==> config.mk <==
export PLATFORM = sky130hd
export DESIGN_NAME = counter
export DESIGN_NICKNAME = d
export VERILOG_FILES = /design/src/rtl/counter.sv
export SDC_FILE = /design/constraint.sdc
export NUM_CORES = 1
export LEC_CHECK = 0
export ABC_AREA = 0
export ABC_CLOCK_PERIOD_IN_PS = 1200
export CAP_MARGIN = 20
export CORE_AREA = 10 10 47 49
export DETAILED_ROUTE_END_ITERATION = 10
export DIE_AREA = 0 0 57 59
export HOLD_SLACK_MARGIN = 0.12
export SKIP_LAST_GASP = 1
export SYNTH_ARGS = -nofsm -noshare
export SYNTH_HDL_FRONTEND = slang
export SYNTH_SLANG_ARGS = --single-unit
==> constraint.sdc <==
create_clock -name clk -period 1.2 [get_ports clk]
set_input_delay 0.24 -clock clk [delete_from_list [all_inputs] [get_ports clk]]
set_output_delay 0.24 -clock clk [all_outputs]
set_load 0.05 [all_outputs]
==> src/rtl/counter.sv <==
// counter: WIDTH-bit unsigned loadable free-running up-counter.
// Per-edge priority is reset, then parallel load, then increment.
// Reset is synchronous and active-high. dout comes straight from the
// count register, so no input has a combinational path to the output.
module counter #(
   parameter int WIDTH = 4
) (
   input  logic             clk,
   input  logic             rst,
   input  logic             load,
   input  logic [WIDTH-1:0] data,
   output logic [WIDTH-1:0] dout
);

   logic [WIDTH-1:0] count_q;
   logic [WIDTH-1:0] count_d;

   // Next count: a load replaces the count; otherwise add one and wrap
   // modulo 2^WIDTH with no flag.
   always_comb begin
      count_d = count_q;
      if (load) begin
         count_d = data;
      end else begin
         count_d = count_q + WIDTH'(1);
      end
   end

   // Count register. Reset wins over load and increment.
   always_ff @(posedge clk) begin
      if (rst) begin
         count_q <= '0;
      end else begin
         count_q <= count_d;
      end
   end

   assign dout = count_q;

endmodule

# [Yosys cells after proc, flatten, opt, wreduce, memory -nomap -nowiden]
# Cells that the tools add are included.
[totals] reg_bits=4 latch_bits=0 mem_bits_rw=0 rom_bits=0 memories=0
[op_classes] addsub=1 multipliers=0 div=0 n_lt_le_gt_ge=0 n_eq_ne=0 shift=0 mux=1 bitwise=0 n_reduce_logical=0
[op_table] cell="$add A4 B1 Y4 const B" n=1
[op_table] cell="$mux W4" n=1

# [Depth between registers and ports, before layout]
[logic_depth] ltp_word=2 ltp_mapped=3 mapped_depth_nobuf=3

# [Least setup slack after synthesis]
# No wires, ideal clock.
[synth_path] kind="register to register" from="reg count_q[0], in the netlist dout[0]" to="reg count_q[2], in the netlist dout[2]" setup_ns=0.086 t_arrival_ns=1.176 path_slack_ns=-0.062 stages_incl_launch_ff=4 path_buffers=0 synth_period_minus_slack_ns=1.262 path_cell_list="dfxtp_1 ha_1 xnor2_1 a211oi_1"
[synth_via] elab_chain_cells=2
[synth_rtl] element="from (decl)" line="15" rtl="logic [WIDTH-1:0] count_q;"
[synth_rtl] element="from (signal assigned)" line="34" rtl="count_q <= count_d;"
[synth_rtl] element="$add A4 B1 Y4" line="25" rtl="count_d = count_q + WIDTH'(1);"
[synth_rtl] element="$mux W4" line="22" rtl="if (load) begin"
# Every way passes these cells.
# A chain may end at the register's enable or synchronous reset.

# [Final worst setup path]
[layout_path] from="in load" to="reg count_q[2], in the netlist dout[2]"
[layout_via] elab_chain_cells=1
[layout_rtl] element="from (decl)" line="10" rtl="input logic load,"
[layout_rtl] element="$mux W4" line="22"
# Every way passes these cells.

==> results_dict.tcl <==
set metrics [dict create \
    layout.area.seq_sq_um 83.8 \
    p_leak_uw 0.000154 \
    layout_common_cells "6 x clkdlybuf4s50_1, 4 x nor2b_1, 4 x buf_12" \
    start_util_pct 13.5 \
    fmax_ghz 0.970 \
    synth_area_sq_um 189 \
    synth-seq-area-share_pct 42.4 \
    crit_path_start_kind "input port" \
    viasPerCell 3.94 \
    fin_crit_sh_pct 85.9 \
    fin_nets 42 \
    dp_hpwl_microns 423 \
    grt.overflow.total 0 \
    clockBufferDepth 2 \
    syn_inst 18 \
    num_vias 189 \
    multi_input_area_sq_um 105 \
    cts_inserted_buffers 3 \
    ant_nets 0 \
    synth_nets 26 \
    die_w_microns 57 \
    irDropWorstVdd_uv 483 \
    yosys_register_bits 4 \
    firstDrtPassIters 2 \
    relSlewSlack_pct 81.0 \
    status "completed" \
    rsz0062_at_grt "false" \
    layout-drive-gt1-share_pct 37.5 \
    tightest_slew_ns 0.284 \
    cts-root-buf "clkbuf_4" \
    powerDensity_nw_per_um2 1230 \
    hp-class "flop to flop" \
    min_period_ns 1.03 \
    rows 14 \
    worstPathArrival_ns 1.17 \
    clock_latency_ns 0.24 \
    cp_max_fo 4 \
    postCtsSetupBuffers 0 \
    drv_cap 0 \
    grt_max_degree 6 \
    crit_required_ns 1.34 \
    fp.dieH_microns 59 \
    dp_slack_ns -0.0762 \
    wl_per_cell_microns 10.9 \
    core_area_sq_um 1400 \
    critical_path_class "input port to flop" \
    cts_tree "yes" \
    finClkSkew_ns 0.00352 \
    r2r_slack_ns 0.21 \
    first_global_vias 211 \
    cts-resized-gates 0 \
    critPathCaptureType "flop" \
    clkTransAtPathRegs_ns 0.04 \
    hold_buffers 0 \
    die_area_sq_um 3360 \
    timing.final.ws_setup_ns 0.170 \
    layout_commonest_cell "clkdlybuf4s50_1" \
    antenna_found_initial 0 \
    hold_viol_final 0 \
    placed_cells 45 \
    diodes 0 \
    postSynthAreaPerCell_sq_um 10.5 \
    tns_ns 0 \
    place.gp.congestion 0.783 \
    grt_pass1_wl_microns 924 \
    io_pins 11 \
    cts.sinks 4 \
    largest_register_ffs 4 \
    wirelength_microns 522 \
    synthDistinctLibCells 11 \
    slew_viol_final 0 \
    area_growth_pct 103 \
    synth_warnings 0 \
    setup_viol_count_final 0 \
    htree_levels 1 \
    track_usage_pct 3.88 \
    drc 0 \
    drt_iter0_markers 2 \
    io_buffer_count 10 \
    final_cells 48 \
    num-fill-cells 164 \
]
## final cells by class
cell class	instances	share of cell area (%)
well taps	16	5.23
multi-input cells	13	27.5
repair buffers	11	38.6
flip-flops and latches	4	21.9
clock buffers	3	5.88
inverters	1	0.980
## path summary, 6_finish.rpt
kind,startpoint,endpoint,cells past startpoint
worst max-delay path,load,dout[2],4
worst min-delay path,dout[0],dout[0],1
worst max register to register,dout[0],dout[2],3
worst min register to register,dout[0],dout[0],1
## worst max-delay path, stage by stage
cell and delay [ns]:
clkdlybuf4s50_1 0.45, buf_4 0.17, nor2b_1 0.12, a211oi_1 0.19
## cell usage after synthesis
| cell type | number | area [sq um] |
|---|---|---|
| dfxtp_1 | 4 | 80.1 |
| nor2b_1 | 4 | 25.0 |
| a2111oi_2 | 1 | 15.0 |
| a311oi_1 | 1 | 8.76 |
| xnor2_1 | 1 | 8.76 |
| mux2i_1 | 1 | 10.0 |
| a211oi_1 | 2 | 15.0 |
| inv_1 | 1 | 3.75 |
| ha_1 | 1 | 12.5 |
| and3_1 | 1 | 6.26 |
| nor2_1 | 1 | 3.75 |
## layer usage
layer  vias to the layer above  wire (microns)  GRT usage, %
met1                        85             236          3.66
met2                        10             208          4.34
met4                         0               0          2.01
li1                         94               -             -
met5                         -               0             0
met3                         0              77          5.36
## logic make-up (layout without fill, tap and decap cells)
group	after synthesis	after routing	synth area share [%]
xor+xnor	1	1	4.64
fa+ha+maj	1	1	6.62
mux	1	1	5.30
buf+inv	1	15	1.98
simple gates	6	6	18.5
compound gates	4	4	20.5
flops	4	4	42.4
## through the flow
step           utilization [%]  power (uW)  instance area (sq um)  hold slack (ns)
4_1_cts                   27.3         482                    383            0.510
3_3_place_gp              25.7         302                    360            0.497
6_report                  27.3         469                    383            0.507
3_5_place_dp              25.7         302                    360            0.504
2_1_floorplan                -         220                    193            0.305
5_1_grt                   27.3         503                    383            0.529
## where the power goes
part           internal [uW]  switching (uW)
logic                   74.7            59.7
clock network            112            59.1
registers                147            16.8
Note: power is estimated with default switching activity, not from simulation.
